===== config.mk =====
export PLATFORM = sky130hd
export DESIGN_NAME = stream_downsize_flat
export DESIGN_NICKNAME = d
export VERILOG_FILES = /design/src/rtl/stream_pkg.sv /design/src/rtl/stream_downsize_if.sv /design/src/rtl/stream_downsize_keep_lane_finder.sv /design/src/rtl/stream_downsize.sv /design/src/flat_wrapper.sv
export SDC_FILE = /design/constraint.sdc
export NUM_CORES = 1
export LEC_CHECK = 0
export CELL_PAD_IN_SITES_DETAIL_PLACEMENT = 1
export CELL_PAD_IN_SITES_GLOBAL_PLACEMENT = 1
export CORE_AREA = 3 3 40 42
export CTS_CLUSTER_SIZE = 20
export DETAILED_ROUTE_END_ITERATION = 7
export DIE_AREA = 0 0 43 45
export DONT_BUFFER_PORTS = 1
export PLACE_DENSITY = 0.77
export SLEW_MARGIN = 20
export SYNTH_ARGS = -nofsm -noshare
export SYNTH_HDL_FRONTEND = slang
export SYNTH_SLANG_ARGS = --single-unit

===== constraint.sdc =====
create_clock -name clk -period 1.51 [get_ports clk]
set_input_delay 0.2265 -clock clk [delete_from_list [all_inputs] [get_ports clk]]
set_output_delay 0.2265 -clock clk [all_outputs]
set_load 0.03 [all_outputs]

===== src/rtl/stream_pkg.sv =====
// Shared stream helpers: lane-index sizing and keep-mask bit searches.
package stream_pkg;

  localparam int KEEP_MAX_W = 32;

  function automatic int lane_idx_w(input int ratio);
    return (ratio > 2) ? $clog2(ratio) : 1;
  endfunction

  localparam int LANE_IDX_W_MAX = lane_idx_w(KEEP_MAX_W);

  function automatic int highest_set(input logic [KEEP_MAX_W-1:0] v);
    int r;
    r = 0;
    for (int i = 0; i < KEEP_MAX_W; i++) begin
      r = v[i] ? i : r;
    end
    return r;
  endfunction

  function automatic int lowest_set(input logic [KEEP_MAX_W-1:0] v);
    int r;
    r = 0;
    for (int i = KEEP_MAX_W - 1; i >= 0; i--) begin
      r = v[i] ? i : r;
    end
    return r;
  endfunction

endpackage


===== src/rtl/stream_downsize_if.sv =====
// Wide-in / narrow-out handshake bundle of the stream downsizer.
interface stream_downsize_if #(
  parameter int T_DATA_WIDTH = 4,
  parameter int T_DATA_RATIO = 2
);
  logic [T_DATA_WIDTH-1:0] s_data_i [T_DATA_RATIO];
  logic [T_DATA_RATIO-1:0] s_keep_i;
  logic                    s_last_i;
  logic                    s_valid_i;
  logic                    s_ready_o;
  logic [T_DATA_WIDTH-1:0] m_data_o;
  logic                    m_last_o;
  logic                    m_valid_o;
  logic                    m_ready_i;

  modport slave (
    input  s_data_i, s_keep_i, s_last_i, s_valid_i, m_ready_i,
    output s_ready_o, m_data_o, m_last_o, m_valid_o
  );

  modport master (
    output s_data_i, s_keep_i, s_last_i, s_valid_i, m_ready_i,
    input  s_ready_o, m_data_o, m_last_o, m_valid_o
  );
endinterface


===== src/rtl/stream_downsize_keep_lane_finder.sv =====
// Combinational lane search over a keep mask: next lane after idx and the final lane.
// Sparse skipping of zero lanes only with STREAM_DOWNSIZE_SPARSE_KEEP_EN.
module keep_lane_finder
  import stream_pkg::*;
#(
  parameter int RATIO = 2,
  parameter int IDX_W = 1
) (
  input  logic [RATIO-1:0] keep,
  input  logic [IDX_W-1:0] idx,
  output logic [IDX_W-1:0] next_idx,
  output logic [IDX_W-1:0] high_idx,
  output logic             none
);

  logic hit_s;

  // next lane to emit after idx, and whether idx already is the last one
  always_comb begin
    high_idx = IDX_W'(highest_set(KEEP_MAX_W'(keep)));
    hit_s    = 1'b0;
`ifdef STREAM_DOWNSIZE_SPARSE_KEEP_EN
    next_idx = idx;
    none     = 1'b1;
    // scan downward so the lowest set lane above idx wins
    for (int i = RATIO - 1; i >= 0; i--) begin
      hit_s    = keep[i] && (i > int'(idx));
      next_idx = hit_s ? IDX_W'(i) : next_idx;
      none     = none & ~hit_s;
    end
`else
    next_idx = idx + IDX_W'(1);
    none     = (idx >= high_idx);
`endif
  end

endmodule


===== src/rtl/stream_downsize.sv =====
// Wide-to-narrow stream converter: emits kept lanes of each wide word, lane 0 first.
// Optional macro STREAM_DOWNSIZE_SPARSE_KEEP_EN allows non-contiguous keep masks.
module stream_downsize
  import stream_pkg::*;
#(
  parameter int T_DATA_WIDTH = 4,
  parameter int T_DATA_RATIO = 2
) (
  input  logic             clk,
  input  logic             rst_n,
  stream_downsize_if.slave bus
);

  localparam int IDX_W = (lane_idx_w(T_DATA_RATIO) < LANE_IDX_W_MAX)
                         ? lane_idx_w(T_DATA_RATIO) : LANE_IDX_W_MAX;

  logic                    full_r;
  logic [IDX_W-1:0]        idx_r;
  logic [T_DATA_WIDTH-1:0] buf_data_r [T_DATA_RATIO];
  logic [T_DATA_RATIO-1:0] buf_keep_r;
  logic                    buf_last_r;

  logic [IDX_W-1:0] next_idx_s;
  logic [IDX_W-1:0] high_idx_s;
  logic             none_s;
  logic             final_s;
  logic [IDX_W-1:0] first_lane_s;
  logic             s_ready_s;
  logic             in_xfer_s;
  logic             out_xfer_s;

  keep_lane_finder #(
    .RATIO (T_DATA_RATIO),
    .IDX_W (IDX_W)
  ) u_finder (
    .keep     (buf_keep_r),
    .idx      (idx_r),
    .next_idx (next_idx_s),
    .high_idx (high_idx_s),
    .none     (none_s)
  );

  // start lane of an incoming word
  always_comb begin
`ifdef STREAM_DOWNSIZE_SPARSE_KEEP_EN
    first_lane_s = IDX_W'(lowest_set(KEEP_MAX_W'(bus.s_keep_i)));
`else
    first_lane_s = '0;
`endif
  end

  assign final_s    = none_s | (idx_r == high_idx_s);
  assign s_ready_s  = ~full_r | (bus.m_ready_i & final_s);
  assign in_xfer_s  = bus.s_valid_i & s_ready_s;
  assign out_xfer_s = full_r & bus.m_ready_i;

  // holding register: load on input transfer, step lanes on output transfer
  always_ff @(posedge clk or negedge rst_n) begin
    if (!rst_n) begin
      full_r     <= 1'b0;
      idx_r      <= '0;
      buf_keep_r <= '0;
      buf_last_r <= 1'b0;
      for (int i = 0; i < T_DATA_RATIO; i++) begin
        buf_data_r[i] <= '0;
      end
    end else if (in_xfer_s) begin
      // an all-zero keep word is absorbed without ever going valid
      full_r     <= |bus.s_keep_i;
      idx_r      <= first_lane_s;
      buf_keep_r <= bus.s_keep_i;
      buf_last_r <= bus.s_last_i;
      for (int i = 0; i < T_DATA_RATIO; i++) begin
        buf_data_r[i] <= bus.s_data_i[i];
      end
    end else if (out_xfer_s) begin
      if (final_s) begin
        full_r <= 1'b0;
      end else begin
        idx_r <= next_idx_s;
      end
    end
  end

  assign bus.s_ready_o = s_ready_s;
  assign bus.m_valid_o = full_r;
  assign bus.m_data_o  = buf_data_r[idx_r];
  assign bus.m_last_o  = full_r & buf_last_r & final_s;

endmodule


===== src/flat_wrapper.sv =====
// flat-port wrapper written by rule: the top's interface ports become plain ports
module stream_downsize_flat import stream_pkg::*;
#(
  parameter int T_DATA_WIDTH = 4,
  parameter int T_DATA_RATIO = 2
)
  (clk, rst_n, bus_s_data_i, bus_s_keep_i, bus_s_last_i, bus_s_valid_i, bus_m_ready_i, bus_s_ready_o, bus_m_data_o, bus_m_last_o, bus_m_valid_o);
  stream_downsize_if #(.T_DATA_WIDTH(T_DATA_WIDTH), .T_DATA_RATIO(T_DATA_RATIO)) bus_i ();
  input  logic clk;
  input  logic rst_n;
  input wire logic [$bits(bus_i.s_data_i)-1:0] bus_s_data_i;
  input wire logic [$bits(bus_i.s_keep_i)-1:0] bus_s_keep_i;
  input wire logic [$bits(bus_i.s_last_i)-1:0] bus_s_last_i;
  input wire logic [$bits(bus_i.s_valid_i)-1:0] bus_s_valid_i;
  input wire logic [$bits(bus_i.m_ready_i)-1:0] bus_m_ready_i;
  output wire logic [$bits(bus_i.s_ready_o)-1:0] bus_s_ready_o;
  output wire logic [$bits(bus_i.m_data_o)-1:0] bus_m_data_o;
  output wire logic [$bits(bus_i.m_last_o)-1:0] bus_m_last_o;
  output wire logic [$bits(bus_i.m_valid_o)-1:0] bus_m_valid_o;
  assign bus_i.s_data_i = {>>{bus_s_data_i}};
  assign bus_i.s_keep_i = bus_s_keep_i;
  assign bus_i.s_last_i = bus_s_last_i;
  assign bus_i.s_valid_i = bus_s_valid_i;
  assign bus_i.m_ready_i = bus_m_ready_i;
  assign bus_s_ready_o = bus_i.s_ready_o;
  assign bus_m_data_o = bus_i.m_data_o;
  assign bus_m_last_o = bus_i.m_last_o;
  assign bus_m_valid_o = bus_i.m_valid_o;
  stream_downsize #(.T_DATA_WIDTH(T_DATA_WIDTH), .T_DATA_RATIO(T_DATA_RATIO)) u_core (.clk(clk), .rst_n(rst_n), .bus(bus_i));
endmodule

==> impl_metrics.tcl, run 1 <==
set metrics [dict create \
    skew_ns 0.00104 \
    met3_length_um 87 \
    arrival_ns 1.22 \
    cap_violations 0 \
    cts_tree "done" \
    synth_nets 53 \
    core.rowCount 13 \
    fin_setup_tns_ns 0 \
    n_antenna_cell 0 \
    synth_edf_count 0 \
    rsz0062_at_grt "false" \
    drt-vias-per-instance 5.69 \
    gp_congestion 0.715 \
    post_synth_and_or_nand_nor_area_fraction_pct 4.43 \
    min_path_type "in -> reg" \
    drtPass1Iterations 2 \
    die_w_um 43 \
    cts.sinks 12 \
    ys_types 10 \
    cts_max_path_buffers 2 \
    utilization_pct 48.6 \
    syn_area_per_cell_sq_um 14.1 \
    relSlewSlack_pct 65.9 \
    synth_most_common_cell "mux2_2" \
    worstPathCellList "buf_4, mux2_2" \
    grt_antenna_before_repair 0 \
    drt_iter0_drc 2 \
    cp-end-kind "primary output" \
    cp.required_ns 1.28 \
    synth_xor_area_share_pct 0 \
    synth_largest_area_cell "dfrtp_1" \
    path_delay_family "multiplexers" \
    clk_latency_ns 0.27 \
    finalPower_mw 1.46 \
    start_kind "flip-flop" \
    gr-usage-all-layers_pct 13.6 \
    synth_compound_area_share_pct 8.86 \
    ios 22 \
    nNetsFinal 63 \
    synth_async_sr_flop_share_pct 100 \
    setup_viol_count_final 0 \
    drv_slew 0 \
    met2WireLength_um 673 \
    n_fill_cell 137 \
    ir_drop_uv 910 \
    synth_top_cell_area_share_pct 55.9 \
    wl_met1_um 377 \
    io_buffers 0 \
    ff2ff_setup_slack_ns 0.11 \
    synthFlopType "dfrtp_1" \
    post_cts_buffers 0 \
    top_layer "met4" \
    netlist_area_sq_um 537 \
    die_area_sq_um 1940 \
    post-dp-hpwl_um 967 \
    core_area_sq_um 1280 \
    final_antenna_net_count 0 \
    area_delta_synth_final_pct 16.3 \
    fp.dieH_um 45 \
    yosys_warnings 0 \
    cts-root-buf "clkbuf_4" \
    post-route-min-period_ns 1.44 \
    wl_um 1170 \
    path_clk_slew_ns 0.06 \
    vias 347 \
    synth_adder_area_share_pct 0 \
    htree_levels 1 \
    muxShareOfSynthArea_pct 29.4 \
    status "complete, no violations" \
    critical_path_class "reg -> out" \
    synth_area_leaders "dfrtp_1 56%, mux2_2 29%, o22ai_4 3.7%, nand2_1 2.1%, a32o_1 1.9%" \
    start_util_pct 41.8 \
    hold_viol_final 0 \
    grt_pass1_vias 440 \
    power.density_nw_per_um2 2340 \
    worst_pin_slew_ns 0.510 \
    synth_top_cells_by_count "14 x mux2_2, 12 x dfrtp_1, 3 x nand2_1" \
    grt-ovfl-total 0 \
    drive_above_1_share_pct 52.2 \
    syn_inst 38 \
    critPathSlowestCell "mux2_2" \
    wl_per_cell_um 19.1 \
    ys_seq_area_share_pct 55.9 \
    cp_max_fo 5 \
    grt_pass1_wl_um 1870 \
    drc 0 \
    max_stage_delay_ns 0.42 \
    cts_inserted_buffers 3 \
    crit_buf_inv 1 \
    grt_start_max_net_pins 13 \
    fmax_ghz 0.692 \
    synth_seq_cells 12 \
    synth_top_family_by_area "multiplexers" \
    leakagePower_nw 0.269 \
    finalCritPeriodShare_pct 95.6 \
]
[what timing repair did]
action	in CTS	in global routing
endpoints found under the hold margin	12	0
setup endpoints to repair	0	1
gates resized for setup	0	2
hold buffers	1	0
[flip-flops by register name, summed over array words and instances, names as in the netlist]
| register | flops |
|---|---|
| u_core.buf_data_r | 8 |
| u_core.buf_keep_r | 1 |
| u_core.idx_r | 1 |
| u_core.buf_last_r | 1 |
| u_core.bus.m_valid_o | 1 |
[layout make-up]
type	instances	area, sq um	area share (%)
flip-flops and latches	12	300	48.1
multi-input cells	24	231	37.1
repair buffers	5	43.8	7.01
clock buffers	3	22.5	3.61
well taps	15	18.8	3.01
inverters	2	7.51	1.20
[path summary, 6_finish.rpt]
kind | from | to | depth (start not counted)
max in group asynchronous | rst_n | u_core.buf_data_r[7] | 1
hold reg to reg | u_core.buf_data_r[6] | u_core.buf_data_r[6] | 1
setup reg to reg | u_core.buf_keep_r[1] | u_core.buf_data_r[4] | 3
hold / removal | bus_s_data_i[6] | u_core.buf_data_r[6] | 1
min in group asynchronous | rst_n | u_core.buf_data_r[5] | 1
setup / recovery | u_core.idx_r | bus_m_data_o[0] | 2
[worst register-to-register path, cell delays in order, from the launching register on]
cell     delay, ns
dfrtp_1       0.38
nor2b_2       0.20
o22ai_4       0.32
mux2_2        0.39
[report_power, final]
group / switching [mW] / internal [mW]
clock network: 0.0934 / 0.0923
registers: 0.0843 / 0.472
logic: 0.419 / 0.302
[cells in the final DEF (no fill, tap or decap)]
master         netlist  routed
a21o_1               1       1
a32o_1               1       1
buf_4                0       3
buf_6                0       1
clkbuf_4             0       3
dfrtp_1             12      12
dlygate4sd3_1        0       1
inv_1                2       2
mux2_2              14      14
nand2_1              3       3
nor2_2               0       1
nor2b_2              1       1
o21ai_0              2       1
o21ai_1              0       1
o22ai_4              1       1
[logic make-up after synthesis]
kind of cell	count (synthesis)
AOI/OAI and AO/OA	5
buffers and inverters	2
DFF	12
muxes	14
and+or+nand+nor	5
[metal layers]
| metal | global-route usage [%] | vias up |
|---|---|---|
| met2 | 25.7 | 15 |
| met3 | 5.18 | 3 |
| met4 | 8.43 | 0 |
| li1 | - | 152 |
| met1 | 12.1 | 177 |
| met5 | 0 | - |
[per-stage QoR]
stage	hold slack [ns]	worst slack [ns]	instance area, sq um	std cells
after floorplan	-0.0691	0.142	537	38
after global placement	-0.0688	0.191	586	57
after detailed placement	-0.0687	0.132	586	57
after CTS	0.100	0.0560	618	61
after global routing	0.0977	0.0152	624	61
final	0.108	0.0659	624	61
(Power assumes the default switching activity.)
==> run 2, diff against run 1 <==
--- a/config.mk
+++ b/config.mk
@@ -5,14 +5,14 @@
 export SDC_FILE = /design/constraint.sdc
 export NUM_CORES = 1
 export LEC_CHECK = 0
+export BUFFER_PORTS_ARGS = -buffer_cell sky130_fd_sc_hd__buf_2
 export CELL_PAD_IN_SITES_DETAIL_PLACEMENT = 1
 export CELL_PAD_IN_SITES_GLOBAL_PLACEMENT = 1
-export CORE_AREA = 3 3 40 42
+export CORE_MARGIN = 3
+export CORE_UTILIZATION = 34
 export CTS_CLUSTER_SIZE = 20
 export DETAILED_ROUTE_END_ITERATION = 7
-export DIE_AREA = 0 0 43 45
-export DONT_BUFFER_PORTS = 1
-export PLACE_DENSITY = 0.77
+export PLACE_DENSITY = 0.83
 export SLEW_MARGIN = 20
 export SYNTH_ARGS = -nofsm -noshare
 export SYNTH_HDL_FRONTEND = slang
==> impl_metrics.tcl, run 2 (synthesis results as in run 1) <==
set metrics [dict create \
    relSlewSlack_pct 74.1 \
    drv_slew 0 \
    cts.sinks 12 \
    cts-root-buf "clkbuf_4" \
    min_path_type "in -> reg" \
    clk_latency_ns 0.27 \
    rsz0062_at_grt "true" \
    drc 0 \
    ir_drop_uv 1010 \
    grt_pass1_vias 459 \
    fmax_ghz 0.662 \
    setup_viol_count_final 1 \
    largest_reg_flops 8 \
    power.density_nw_per_um2 2250 \
    drt-vias-per-instance 5.01 \
    wl_um 1280 \
    finalCritPeriodShare_pct 100 \
    fin_area_sq_um 772 \
    arrival_ns 1.28 \
    io_buffers 21 \
    cap_violations 0 \
    critical_path_class "reg -> out" \
    post-dp-hpwl_um 978 \
    path_clk_slew_ns 0.07 \
    hold_depth 3 \
    fp.dieH_um 45.7 \
    core_area_sq_um 1380 \
    final_common_cell "buf_2" \
    status "complete, but fails checks" \
    cts_tree "done" \
    wl_per_cell_um 15.6 \
    cp.required_ns 1.28 \
    fin_ws_ns -0.000654 \
    leakagePower_nw 0.376 \
    cp_max_fo 4 \
    skew_ns 0.000502 \
    gp_congestion 0.653 \
    nNetsFinal 84 \
    largest_register "u_core.buf_data_r" \
    core.rowCount 13 \
    drtPass1Iterations 5 \
    placed_area_sq_um 676 \
    post-route-min-period_ns 1.51 \
    cts_max_path_buffers 2 \
    vias 411 \
    n_fill_cell 155 \
    grt_antenna_before_repair 0 \
    ios 22 \
    start_util_pct 38.8 \
    grt_pass1_wl_um 2090 \
    htree_levels 1 \
    die_area_sq_um 2090 \
    cp-end-kind "primary output" \
    worst_pin_slew_ns 0.388 \
    grt_start_max_net_pins 13 \
    regArea_sq_um 302 \
    fin_setup_tns_ns -0.000654 \
    n_antenna_cell 0 \
    gr-usage-all-layers_pct 14.8 \
    drt_iter0_drc 2 \
    cts_inserted_buffers 3 \
    multiInputGateArea_sq_um 244 \
    hold_ws_ns 0.179 \
    die_w_um 45.7 \
    hold_viol_final 0 \
    drive_above_1_share_pct 67.2 \
    grt-ovfl-total 0 \
    area_delta_synth_final_pct 43.8 \
    violations "setup timing" \
    ff2ff_path_depth 3 \
    layout_common_cells "17 x buf_2, 11 x dfrtp_1, 10 x mux2_2" \
    start_kind "flip-flop" \
    final_antenna_net_count 0 \
]
## run 2: timing repair
item | in CTS | in global routing
hold buffers | 1 | 0
gates resized for setup | 14 | 1
hold endpoints to repair | 12 | 0
setup buffers | 2 | 0
setup endpoints to repair | 2 | 6
## run 2: power by group
part	internal, mW	switching (mW)	total, mW
Clock	0.0924	0.106	0.199
Combinational	0.516	0.453	0.969
Sequential	0.474	0.0980	0.572
## run 2: worst max-delay path, stage by stage (launching register included)
cell,delay [ns]
dfrtp_2,0.44
buf_4,0.14
mux2_4,0.29
buf_6,0.14
## run 2: through the flow
stage	utilization, %	power, mW	setup slack, ns	instances
CTS	55.7	1.76	-0.0152	82
global placement	48.9	1.30	0.159	76
detailed placement	48.9	1.34	0.120	76
global route	55.8	1.85	-0.0463	82
finish	55.8	1.74	-0.000654	82
floorplan	-	1.11	0.142	38
## run 2: routing by layer
layer / wire length, um / GRT usage, %
met1: 501 / 18.9
met2: 679 / 23.4
met3: 85 / 2.37
met4: 15 / 8.52
met5: 0 / 0
## run 2: cell type report
type	count	area share [%]
Sequential cell	12	39.1
Multi-Input combinational cell	24	31.6
Clock buffer	3	2.92
Inverter	2	0.972
Timing Repair Buffer	26	23.0
Tap cell	15	2.43
## run 2: path summary, 6_finish.rpt
| kind | startpoint | end | slack (ns) |
|---|---|---|---|
| min in group asynchronous | rst_n | u_core.buf_data_r[2] | 0.36 |
| worst min-delay path | bus_s_keep_i[0] | u_core.bus.m_valid_o | 0.18 |
| worst min register to register | u_core.buf_keep_r[1] | u_core.buf_keep_r[1] | 0.52 |
| worst max-delay path | u_core.idx_r | bus_m_data_o[2] | -0.0007 |
| worst max register to register | u_core.buf_keep_r[1] | u_core.buf_data_r[5] | 0.12 |
| max in group asynchronous | rst_n | u_core.idx_r | 0.91 |
==> run 3, diff against run 2 <==
--- a/config.mk
+++ b/config.mk
@@ -10,6 +10,7 @@
 export CELL_PAD_IN_SITES_GLOBAL_PLACEMENT = 1
 export CORE_MARGIN = 3
 export CORE_UTILIZATION = 34
+export CTS_BUF_LIST = sky130_fd_sc_hd__clkbuf_16
 export CTS_CLUSTER_SIZE = 20
 export DETAILED_ROUTE_END_ITERATION = 7
 export PLACE_DENSITY = 0.83
==> impl_metrics.tcl, run 3 (synthesis results as in run 1) <==
set metrics [dict create \
    status "complete, no violations" \
    layout_common_cells "18 x buf_2, 14 x mux2_2, 11 x dfrtp_1" \
    p_clk_share_pct 24.7 \
    cts.sinks 12 \
    fin_ws_ns 0.0499 \
    worstPathCellList "buf_6, mux2_2, buf_6" \
    ff2ff_path_depth 3 \
    final_common_cell "buf_2" \
    hold_depth 3 \
    swShare_pct 35.3 \
    post-route-min-period_ns 1.46 \
    gp_congestion 0.653 \
    die_w_um 45.7 \
    start_util_pct 38.8 \
    finalPower_mw 1.93 \
    cap_violations 0 \
    r2r_end "u_core.buf_last_r" \
    intPower_mw 1.25 \
    area_delta_synth_final_pct 47.6 \
    comb_power_share_pct 45.3 \
    power_switching_mw 0.681 \
    n_antenna_cell 0 \
    cts_max_path_buffers 2 \
    grt_pass1_wl_um 2320 \
    gr-usage-all-layers_pct 16.4 \
    io_buffers 21 \
    critPathSlowestCell "dfrtp_2" \
    drtPass1Iterations 5 \
    clk_latency_ns 0.24 \
    die_area_sq_um 2090 \
    wl_um 1390 \
    grt_antenna_before_repair 0 \
    drv_slew 0 \
    drive_above_1_share_pct 66.7 \
    pwr-share-seq_pct 30.0 \
    hold_viol_final 0 \
    cp-end-kind "primary output" \
    grt_start_max_net_pins 13 \
    worst_pin_slew_ns 0.378 \
    ios 22 \
    ff2ff_setup_slack_ns 0.12 \
    rr_startpoint "u_core.buf_keep_r[1]" \
    dp_worst_setup_slack_ns 0.120 \
    critical_path_class "reg -> out" \
    ir_drop_uv 1180 \
    start_kind "flip-flop" \
    fp.dieH_um 45.7 \
    core.rowCount 13 \
    post-dp-hpwl_um 978 \
    drt_iter0_drc 5 \
    arrival_ns 1.23 \
    setup_viol_count_final 0 \
    fmax_ghz 0.685 \
    rsz0062_at_grt "true" \
    cp.required_ns 1.28 \
    min_path_type "in -> reg" \
    drt-vias-per-instance 5.04 \
    drc 0 \
    cts_tree "done" \
    finalCritPeriodShare_pct 96.7 \
    cts-root-buf "clkbuf_16" \
    grt_pass1_vias 475 \
    power.density_nw_per_um2 2440 \
    htree_levels 1 \
    leakagePower_nw 0.375 \
    cpMostUsedCell "buf_6" \
    path_clk_slew_ns 0.04 \
    max_stage_delay_ns 0.40 \
    final_antenna_net_count 0 \
    vias 408 \
    largest_reg_flops 8 \
    cts_inserted_buffers 3 \
    nNetsFinal 83 \
    startpoint "u_core.idx_r" \
    relSlewSlack_pct 74.8 \
    grt-ovfl-total 0 \
    worstHoldStart "bus_s_keep_i[0]" \
    hold_path_end "u_core.bus.m_valid_o" \
    cp_max_fo 4 \
    largest_register "u_core.buf_data_r" \
    core_area_sq_um 1380 \
    skew_ns 0.000850 \
    wl_per_cell_um 17.1 \
]
-- run 3: power groups by stage --
stage	sequential, mW	clock [mW]	combinational, mW
final	0.580	0.477	0.875
after global routing	0.603	0.508	0.936
after CTS	0.579	0.481	0.888
after detailed placement	0.575	0	0.765
after global placement	0.558	0	0.744
after floorplan	0.565	0	0.542
-- run 3: through the flow --
| step | cell area [sq um] | utilization, % | setup TNS, ns | std cells | hold WS, ns |
|---|---|---|---|---|---|
| 2_1_floorplan | 537 | - | 0 | 38 | -0.0691 |
| 3_3_place_gp | 676 | 48.9 | 0 | 76 | 0.116 |
| 3_5_place_dp | 676 | 48.9 | 0 | 76 | 0.117 |
| 4_1_cts | 791 | 57.2 | 0 | 81 | 0.219 |
| 5_1_grt | 792 | 57.3 | -0.0114 | 81 | 0.224 |
| 6_report | 792 | 57.3 | 0 | 81 | 0.217 |
-- run 3: final cells by class --
| cell class | instances | area, sq um |
|---|---|---|
| clock buffers | 3 | 75.1 |
| well taps | 15 | 18.8 |
| inverters | 2 | 7.51 |
| multi-input cells | 24 | 229 |
| fillers | 150 | 591 |
| flip-flops and latches | 12 | 302 |
| repair buffers | 25 | 160 |
-- run 3: worst max-delay path, delay by kind of cell (launching register included) --
family | cells | cell delay, ns
mux | 1 | 0.33
flops | 1 | 0.40
buf+inv | 2 | 0.26
-- run 3: layer usage --
metal	global-route usage, %	vias up	part of all wire, %
met5	0	-	0
met3	4.74	4	5.9
met1	19.2	199	38
met2	27.9	13	55
met4	6.82	0	1.8
li1	-	192	-
-- run 3: worst max-delay path by stage --
stage | end | slack (ns) | depth (start not counted)
after floorplan | u_core.buf_data_r[0] | 0.14 | 2
final | bus_m_data_o[3] | 0.05 | 3
after detailed placement | u_core.buf_data_r[5] | 0.12 | 3
after CTS | bus_m_data_o[2] | 0.006 | 3
after global routing | bus_s_ready_o | -0.009 | 3
after global placement | u_core.buf_keep_r[1] | 0.16 | 3
-- run 3: timing repair --
action / 4_1_cts / 5_1_grt
hold endpoints to repair: 12 / 0
pin swaps: 0 / 0
gates cloned: 0 / 0
gates resized for setup: 7 / 1
endpoints found under the setup margin: 2 / 5
hold buffers: 1 / 0
setup buffers: 1 / 0
